$ cat src/rtl/frame_decode_if.sv
// Bit-level decoder bus: framing pulses and data bits in, assembled bytes
// and frame status out. The decoder sits on the slave side.
interface frame_decode_if;
    logic       in_soc;
    logic       in_eoc;
    logic       in_error;
    logic       in_data_valid;
    logic       in_data;
    logic       out_valid;
    logic [7:0] out_data;
    logic [2:0] out_bits;
    logic       out_soc;
    logic       out_eoc;
    logic       out_error;
    logic       parity_error;
    logic       crc_ok;

    modport master (
        output in_soc, in_eoc, in_error, in_data_valid, in_data,
        input  out_valid, out_data, out_bits, out_soc, out_eoc, out_error,
               parity_error, crc_ok
    );

    modport slave (
        input  in_soc, in_eoc, in_error, in_data_valid, in_data,
        output out_valid, out_data, out_bits, out_soc, out_eoc, out_error,
               parity_error, crc_ok
    );
endinterface

$ cat src/rtl/frame_decode.sv
// Frame decoder: assembles LSb-first bits into bytes, checks odd parity
// (optional) and the CRC_A residue, and reports frame start/end/abort.
// All outputs are registered, so every result appears one cycle after the
// input pulse that caused it.
module frame_decode #(
    parameter bit HAS_PARITY = 1'b1
) (
    input logic           clk,
    input logic           rst,
    frame_decode_if.slave bus
);

    localparam logic [15:0] CRC_INIT = 16'h6363;
    localparam logic [15:0] CRC_POLY = 16'h8408;

    typedef enum logic {
        S_IDLE = 1'b0,
        S_DATA = 1'b1
    } state_t;

    state_t      state_q, state_d;
    logic [3:0]  bit_cnt_q, bit_cnt_d;     // 8 means a parity bit is awaited
    logic [7:0]  shift_q, shift_d;
    logic [15:0] crc_q, crc_d;
    logic        par_err_q, par_err_d;
    logic        crc_ok_q, crc_ok_d;
    logic        valid_q, valid_d;
    logic [7:0]  data_q, data_d;
    logic [2:0]  bits_q, bits_d;
    logic        soc_q, soc_d;
    logic        eoc_q, eoc_d;
    logic        err_q, err_d;

    // Helpers for the current data bit.
    logic [7:0]  shift_ins;
    logic [15:0] crc_step;

    // Next-state and output decode; in_soc first, then error > eoc > data.
    always_comb begin
        // NOTE: every target gets a default before any branch so no path
        // leaves it unassigned, which would otherwise infer a latch.
        state_d   = state_q;
        bit_cnt_d = bit_cnt_q;
        shift_d   = shift_q;
        crc_d     = crc_q;
        par_err_d = par_err_q;
        crc_ok_d  = crc_ok_q;
        valid_d   = 1'b0;
        data_d    = data_q;
        bits_d    = bits_q;
        soc_d     = 1'b0;
        eoc_d     = 1'b0;
        err_d     = 1'b0;

        shift_ins = shift_q;
        shift_ins[bit_cnt_q[2:0]] = bus.in_data;
        crc_step  = (crc_q >> 1) ^ ((crc_q[0] ^ bus.in_data) ? CRC_POLY : 16'h0000);

        if (bus.in_soc) begin
            // A start inside a frame aborts the old one and restarts.
            err_d     = (state_q == S_DATA);
            soc_d     = 1'b1;
            state_d   = S_DATA;
            bit_cnt_d = 4'd0;
            shift_d   = 8'h00;
            par_err_d = 1'b0;
            crc_d     = CRC_INIT;
        end else if (state_q == S_DATA) begin
            if (bus.in_error) begin
                // Abort: partial byte is dropped, no end-of-frame.
                err_d     = 1'b1;
                state_d   = S_IDLE;
                bit_cnt_d = 4'd0;
                shift_d   = 8'h00;
            end else if (bus.in_eoc) begin
                eoc_d     = 1'b1;
                crc_ok_d  = (crc_q == 16'h0000);
                state_d   = S_IDLE;
                bit_cnt_d = 4'd0;
                shift_d   = 8'h00;
                if (bit_cnt_q != 4'd0) begin
                    // Partial byte, or a full byte whose parity never came.
                    valid_d = 1'b1;
                    data_d  = shift_q;
                    bits_d  = bit_cnt_q[2:0];
                end
                if (bit_cnt_q == 4'd8) begin
                    par_err_d = 1'b1;
                end
            end else if (bus.in_data_valid) begin
                if (HAS_PARITY && (bit_cnt_q == 4'd8)) begin
                    // Parity bit: odd parity over data + parity must be 1.
                    if ((^{shift_q, bus.in_data}) == 1'b0) begin
                        par_err_d = 1'b1;
                    end
                    valid_d   = 1'b1;
                    data_d    = shift_q;
                    bits_d    = 3'd0;
                    bit_cnt_d = 4'd0;
                    shift_d   = 8'h00;
                end else begin
                    crc_d = crc_step;
                    if (!HAS_PARITY && (bit_cnt_q == 4'd7)) begin
                        valid_d   = 1'b1;
                        data_d    = shift_ins;
                        bits_d    = 3'd0;
                        bit_cnt_d = 4'd0;
                        shift_d   = 8'h00;
                    end else begin
                        shift_d   = shift_ins;
                        bit_cnt_d = bit_cnt_q + 4'd1;
                    end
                end
            end
        end
    end

    // State and output registers with synchronous reset.
    always_ff @(posedge clk) begin
        // NOTE: sequential state uses non-blocking assignments so every
        // register samples pre-edge values regardless of statement order.
        if (rst) begin
            state_q   <= S_IDLE;
            bit_cnt_q <= 4'd0;
            shift_q   <= 8'h00;
            crc_q     <= CRC_INIT;
            par_err_q <= 1'b0;
            crc_ok_q  <= 1'b0;
            valid_q   <= 1'b0;
            data_q    <= 8'h00;
            bits_q    <= 3'd0;
            soc_q     <= 1'b0;
            eoc_q     <= 1'b0;
            err_q     <= 1'b0;
        end else begin
            state_q   <= state_d;
            bit_cnt_q <= bit_cnt_d;
            shift_q   <= shift_d;
            crc_q     <= crc_d;
            par_err_q <= par_err_d;
            crc_ok_q  <= crc_ok_d;
            valid_q   <= valid_d;
            data_q    <= data_d;
            bits_q    <= bits_d;
            soc_q     <= soc_d;
            eoc_q     <= eoc_d;
            err_q     <= err_d;
        end
    end

    assign bus.out_valid    = valid_q;
    assign bus.out_data     = data_q;
    assign bus.out_bits     = bits_q;
    assign bus.out_soc      = soc_q;
    assign bus.out_eoc      = eoc_q;
    assign bus.out_error    = err_q;
    assign bus.parity_error = par_err_q;
    assign bus.crc_ok       = crc_ok_q;

endmodule

$ cat src/flat_wrapper.sv
// flat-port wrapper written by rule: the top's interface ports become plain ports
module frame_decode_flat 
#(
    parameter bit HAS_PARITY = 1'b1
)
  (clk, rst, bus_in_soc, bus_in_eoc, bus_in_error, bus_in_data_valid, bus_in_data, bus_out_valid, bus_out_data, bus_out_bits, bus_out_soc, bus_out_eoc, bus_out_error, bus_parity_error, bus_crc_ok);
  frame_decode_if bus_i ();
  input logic clk;
  input logic rst;
  input wire logic [$bits(bus_i.in_soc)-1:0] bus_in_soc;
  input wire logic [$bits(bus_i.in_eoc)-1:0] bus_in_eoc;
  input wire logic [$bits(bus_i.in_error)-1:0] bus_in_error;
  input wire logic [$bits(bus_i.in_data_valid)-1:0] bus_in_data_valid;
  input wire logic [$bits(bus_i.in_data)-1:0] bus_in_data;
  output wire logic [$bits(bus_i.out_valid)-1:0] bus_out_valid;
  output wire logic [$bits(bus_i.out_data)-1:0] bus_out_data;
  output wire logic [$bits(bus_i.out_bits)-1:0] bus_out_bits;
  output wire logic [$bits(bus_i.out_soc)-1:0] bus_out_soc;
  output wire logic [$bits(bus_i.out_eoc)-1:0] bus_out_eoc;
  output wire logic [$bits(bus_i.out_error)-1:0] bus_out_error;
  output wire logic [$bits(bus_i.parity_error)-1:0] bus_parity_error;
  output wire logic [$bits(bus_i.crc_ok)-1:0] bus_crc_ok;
  assign bus_i.in_soc = bus_in_soc;
  assign bus_i.in_eoc = bus_in_eoc;
  assign bus_i.in_error = bus_in_error;
  assign bus_i.in_data_valid = bus_in_data_valid;
  assign bus_i.in_data = bus_in_data;
  assign bus_out_valid = bus_i.out_valid;
  assign bus_out_data = bus_i.out_data;
  assign bus_out_bits = bus_i.out_bits;
  assign bus_out_soc = bus_i.out_soc;
  assign bus_out_eoc = bus_i.out_eoc;
  assign bus_out_error = bus_i.out_error;
  assign bus_parity_error = bus_i.parity_error;
  assign bus_crc_ok = bus_i.crc_ok;
  frame_decode #(.HAS_PARITY(HAS_PARITY)) u_core (.clk(clk), .rst(rst), .bus(bus_i));
endmodule
$ cat config.mk
export PLATFORM = sky130hd
export DESIGN_NAME = frame_decode_flat
export DESIGN_NICKNAME = d
export VERILOG_FILES = /design/src/rtl/frame_decode_if.sv /design/src/rtl/frame_decode.sv /design/src/flat_wrapper.sv
export SDC_FILE = /design/constraint.sdc
export NUM_CORES = 1
export LEC_CHECK = 0
export ABC_CLOCK_PERIOD_IN_PS = 2900
export CORE_ASPECT_RATIO = 1.5
export CORE_MARGIN = 3
export CORE_UTILIZATION = 54
export DETAILED_ROUTE_END_ITERATION = 10
export PLACE_DENSITY_LB_ADDON = 0.15
export SYNTH_ARGS = -nofsm -noshare
export SYNTH_HDL_FRONTEND = slang
export SYNTH_SLANG_ARGS = --single-unit
export TNS_END_PERCENT = 20
$ cat constraint.sdc
create_clock -name clk -period 2.9 [get_ports clk]
set_clock_uncertainty 0.1 [all_clocks]
set_input_delay 0.58 -clock clk [delete_from_list [all_inputs] [get_ports clk]]
set_output_delay 0.58 -clock clk [all_outputs]
set_load 0.01 [all_outputs]
# Yosys cells after proc, flatten, opt, wreduce, memory -nomap -nowiden

Cells that the tools add are included.

Latch bits: 0
Bits of input ports: 7
Register bits after elaboration: 46
Output and inout bits: 17
Memories kept: 0
RAM bits: 0
Logic and storage cells: 77
Memory bits (read-only): 0

Bitwise operators: 7
Shifts and indexed selects: 0
Mux-type cells: 38
Order comparisons: 2
Divide/modulo/power cells: 0
$add $sub $neg: 1
Equality and inequality tests: 3
$mul: 0
Reduce and logical (&&, ||, !) cells: 14

Operators by type and width:

| kind                  | count |
|---|---|
| $mux W8               | 8 |
| $mux W1               | 19 |
| $logic_not A16 Y1     | 1 |
| $mux W16              | 1 |
| $mux W4               | 4 |
| $xor A15 B16 Y16      | 1 |
| $mux W3               | 4 |
| $reduce_and A5 Y1     | 2 |
| $reduce_xor A9 Y1     | 1 |
| $bwmux W8             | 1 |
| $reduce_and A6 Y1     | 1 |
| $not A1 Y1            | 5 |
| $add A4 B1 Y4 const B | 1 |
| $eq A4 B4 Y1 const B  | 1 |
| $lt A3 B4 Y1 const B  | 1 |
| $reduce_and A4 Y1     | 1 |
| $reduce_bool A2 Y1    | 2 |
| $reduce_bool A4 Y1    | 1 |
| $reduce_or A4 Y1      | 1 |
| $demux W1 S3          | 1 |
| $ge A3 B1 Y1 const B  | 1 |
| $reduce_bool A3 Y1    | 1 |
| $ne A2 B1 Y1 const B  | 1 |
| $ne A2 B2 Y1 const B  | 1 |
| 4 further kinds       | 4 |

# Depth between registers and ports, before layout

Depth in word-level cells: 9
Gate-level depth with buffers: 10
Gate-level depth less buffers: 6

# Worst setup path before layout

OpenSTA, ideal clock, no wires.

Path kind: flip-flop to flip-flop
Start point: register u_core.bit_cnt_q[0]
End point: register u_core.crc_q[0]
Required time: 2663 ps
Path buffers: 4
Stages on the path, launching flop included: 11
Data arrival time: 1995 ps
Period minus slack after synthesis: 2232 ps
Setup time: 137 ps
Setup slack: 668 ps
Cell sequence: dfxtp_1 clkbuf_1 inv_1 ha_1 and3b_1 buf_6 or4_4 buf_6 buf_6 nand2_1 nand3_1

Cells in the longest elaborated chain, start to end: 3

RTL lines:

| element                            | RTL line            | text |
|---|---|---|
| from (decl)                        | frame_decode.sv:22  | `logic [3:0] bit_cnt_q, bit_cnt_d;` |
| from (signal assigned)             | frame_decode.sv:137 | `bit_cnt_q <= bit_cnt_d;` |
| $eq A4 B4 Y1                       | frame_decode.sv:91  | `if (HAS_PARITY && (bit_cnt_q == 4'd8)) begin` |
| $not A1 Y1 (no source line)        | --                  |  |
| $reduce_and A5 Y1 (no source line) | --                  |  |
| to (signal assigned)               | frame_decode.sv:139 | `crc_q <= crc_d;` |
| to (decl)                          | frame_decode.sv:24  | `logic [15:0] crc_q, crc_d;` |

No other way between the ends.
A chain may end at the register's enable or synchronous reset.

# Worst setup path in the final report

Start point: register u_core.bit_cnt_q[0]
End point: register u_core.shift_q[4]

Cells in the longest elaborated chain, start to end: 9
Elaborated cells on any way between the ends: 11
Classes of those cells: order compare (2); eq/ne (1); mux (7); reduce/logical (1)

RTL lines:

| element                                                                   | RTL line            | text |
|---|---|---|
| $lt A3 B4 Y1 (not written as such) / $ge A3 B1 Y1 (equally long branches) | frame_decode.sv:56  | `shift_ins[bit_cnt_q[2:0]] = bus.in_data;` |
| $logic_and A1 B1 Y1 (not written as such)                                 | frame_decode.sv:56  |  |
| $mux W1 (not written as such)                                             | frame_decode.sv:56  |  |
| $demux W1 S3                                                              | --                  |  |
| $bwmux W8                                                                 | frame_decode.sv:56  |  |
| $mux W8 (*)                                                               | frame_decode.sv:91  |  |
| $mux W8 (*)                                                               | frame_decode.sv:90  | `end else if (bus.in_data_valid) begin` |
| $mux W8 (*)                                                               | frame_decode.sv:75  | `end else if (bus.in_eoc) begin` |
| $mux W8 (*)                                                               | frame_decode.sv:69  | `if (bus.in_error) begin` |
| to (signal assigned)                                                      | frame_decode.sv:138 | `shift_q <= shift_d;` |
| to (decl)                                                                 | frame_decode.sv:23  | `logic [7:0] shift_q, shift_d;` |

Every way passes the cells marked *; elsewhere a longest branch is shown, timed or not. The select of a mux whose other input is x is not followed.

==> flow_summary.toml <==
[placement]
detailed_place.area_mm2 = 0.00225
port_buffers = 23
gp_congestion = 0.879
dp_hpwl_mm = 3.16
dp_slack_ns = 0.330
placedCellCount = 287

[synthesis]
yosysSeqAreaShare_pct = 45.9
synth_top_area_share_pct = 45.9
synth_area_leaders = "dfxtp_1 (46%), nand2_1 (7.7%), a21oi_1 (4.5%)"
synth_area_per_cell_um2 = 8.73
syn-instance-count = 230
synthFlopType = "dfxtp_1"
mappedNetlistArea_mm2 = 0.00201
synth_edf_count = 0
yosys.area.top_type = "dfxtp_1"
ys_types = 38
yosysWarnings = 0
synth_fp_nets = 239
ys_seq_elements = 46
async_flop_share_pct = 0

[finish]
stdcell_count = 295
area_growth_pct = 19.1
drive_gt1_share_pct = 8.30
finalNetCount = 261
antennaDiodeCount = 0
design_area_mm2 = 0.00239
fillers = 285
final_core_util_pct = 68.7

[timing]
holdWs_ns = 0.355
worstMarginPinSlew_ns = 0.604
fin_crit_sh_pct = 78.5
rsz0062_at_grt = "false"
slew_violations = 0
finalHoldViolCount = 0
max-slew-margin-rel_pct = 59.5
setup_ws_ns = 0.623
tns_ns = 0
setup-violations-final = 0
layout_min_cycle_time_ns = 2.28
max_freq_ghz = 0.439

[floorplanning]
ios = 24
dieArea_mm2 = 0.00450
die_h_um = 80.7
placementRows = 26
initial_core_util_pct = 57.7
coreArea_mm2 = 0.00348
fp.dieW_um = 55.8

[grt]
grt_antenna_before_repair = 0
grt_remaining_overflow = 0
grt_max_degree = 18
grtUsageTotal_pct = 21.3
first_global_vias = 1668
grt_pass1_wl_mm = 7.36

[clocking]
cts.htree.levels = 2
post_cts_buffers = 0
root_buffer = "clkbuf_8"
cts_tree = "yes"
cts_num_sinks = 46
cts_hold_buffers = 0
path_clk_slew_ns = 0.08
clk_latency_ns = 0.30
cts_inserted_buffers = 5
ctsResizeCount = 0
cts.path.max_buffers = 2

[critical_path]
cp.arrival_ns = 2.40
critical_path_class = "reg -> reg"
cp_max_fo = 10
end_kind = "flip-flop"
r2r_cells = 6
crit_path_start_kind = "flip-flop"
crit_required_ns = 3.03

[run_status]
status = "finished clean"

[power]
power_mw = 1.29
share_seq_of_total_power_pct = 49.6
cellLeakagePower_nw = 0.902
internal-power_mw = 1.03
combPwrFrac_pct = 5.7
switching_share_pct = 20.0
p_clk_share_pct = 44.7
power.density_mw_per_mm2 = 540
peakVddDrop_mv = 0.463
p_sw_mw = 0.258

[routing]
viasPerCell = 5.63
num_vias = 1662
antenna_left = 0
route.detailed.drc = 0
avgRoutedWirePerCell_um = 15.0
firstDrtPassIters = 6
drt_iter0_drc = 47
wirelength_mm = 4.44

[job]
drv_cap = 0

[hold_path]
whs_path_depth = 2
hold_class = "reg -> reg"
-- worst paths after layout --
check	startpoint	to	slack, ns
setup / recovery	u_core.bit_cnt_q[0]	u_core.shift_q[4]	0.62
hold / removal	u_core.bus.out_bits[1]	u_core.bus.out_bits[1]	0.35
setup reg to reg	u_core.bit_cnt_q[0]	u_core.shift_q[4]	0.62
hold reg to reg	u_core.bus.out_bits[1]	u_core.bus.out_bits[1]	0.35
-- kinds of logic after synthesis --
kind of cell | after synthesis | synth area share [%]
and+or+nand+nor | 108 | 26.4
AOI/OAI and AO/OA | 37 | 11.8
muxes | 8 | 3.99
adders and majority gates | 2 | 1.25
xor gates and xnor gates | 12 | 5.92
buffers and inverters | 17 | 4.86
DFF | 46 | 45.9
-- worst max-delay path, cell delays in order, from the launching register on --
cell	delay (ns)
dfxtp_1	0.51
inv_1	0.14
ha_1	0.24
and3b_1	0.28
o31ai_2	0.54
a32oi_1	0.21
a31oi_1	0.17
-- cell usage in the layout, fill, tap and decap left out, types with 2 or more instances in the layout --
cell	count
or3_1	2
xor2_1	2
ha_1	2
a32oi_1	3
bufinv_16	2
dfxtp_1	46
nor2_1	23
nor3_1	2
buf_4	6
nand3b_1	3
o2111ai_1	2
nand3_1	16
nor2b_1	2
o21ai_0	4
inv_1	3
clkbuf_8	6
or2_2	3
a21oi_1	18
clkdlybuf4s50_1	23
a31oi_1	3
nand2b_1	2
and3b_1	4
nor3b_1	2
mux2i_1	8
xnor2_1	9
nand2_1	41
nor4_1	5
-- cell usage after synthesis, types with 4 or more instances --
master and number:
mux2i_1 8, and3b_1 4, clkbuf_1 6, buf_6 4, xnor2_1 9, nand3_1 16
dfxtp_1 46, nor4_1 5, a21oi_1 18, nor2_1 23, nand2_1 41, o21ai_0 4
-- power by group through the flow --
stage | combinational, mW | clock, mW | sequential, mW
finish | 0.0740 | 0.577 | 0.641
global route | 0.0805 | 0.608 | 0.642
CTS | 0.0742 | 0.587 | 0.641
detailed placement | 0.0736 | 0 | 0.656
global placement | 0.0732 | 0 | 0.656
floorplan | 0.0467 | 0 | 0.654
-- area by class of cell --
type	count	area (um2)	area share, %
Clock inverter	2	60.1	2.51
Tap cell	42	52.6	2.20
Timing Repair Buffer	29	275	11.5
Sequential cell	46	921	38.5
Multi-Input combinational cell	167	990	41.4
Clock buffer	6	82.6	3.45
Inverter	3	11.3	0.471
-- registers in the layout (all words and copies together) (netlist names) --
register                 flops
u_core.state_q               1
u_core.bus.out_soc           1
u_core.bit_cnt_q             4
u_core.bus.out_bits          3
u_core.bus.out_eoc           1
u_core.bus.out_data          8
u_core.bus.parity_error      1
u_core.bus.out_valid         1
u_core.bus.out_error         1
u_core.crc_q                16
u_core.bus.crc_ok            1
u_core.shift_q               8
-- per-layer routing --
| metal | part of all wire, % | global-route usage (%) |
|---|---|---|
| met1 | 38 | 20.7 |
| met2 | 55 | 40.4 |
| met3 | 3.8 | 5.31 |
| met4 | 3.3 | 11.4 |
| met5 | 0 | 0 |
(Power assumes the default switching activity.)
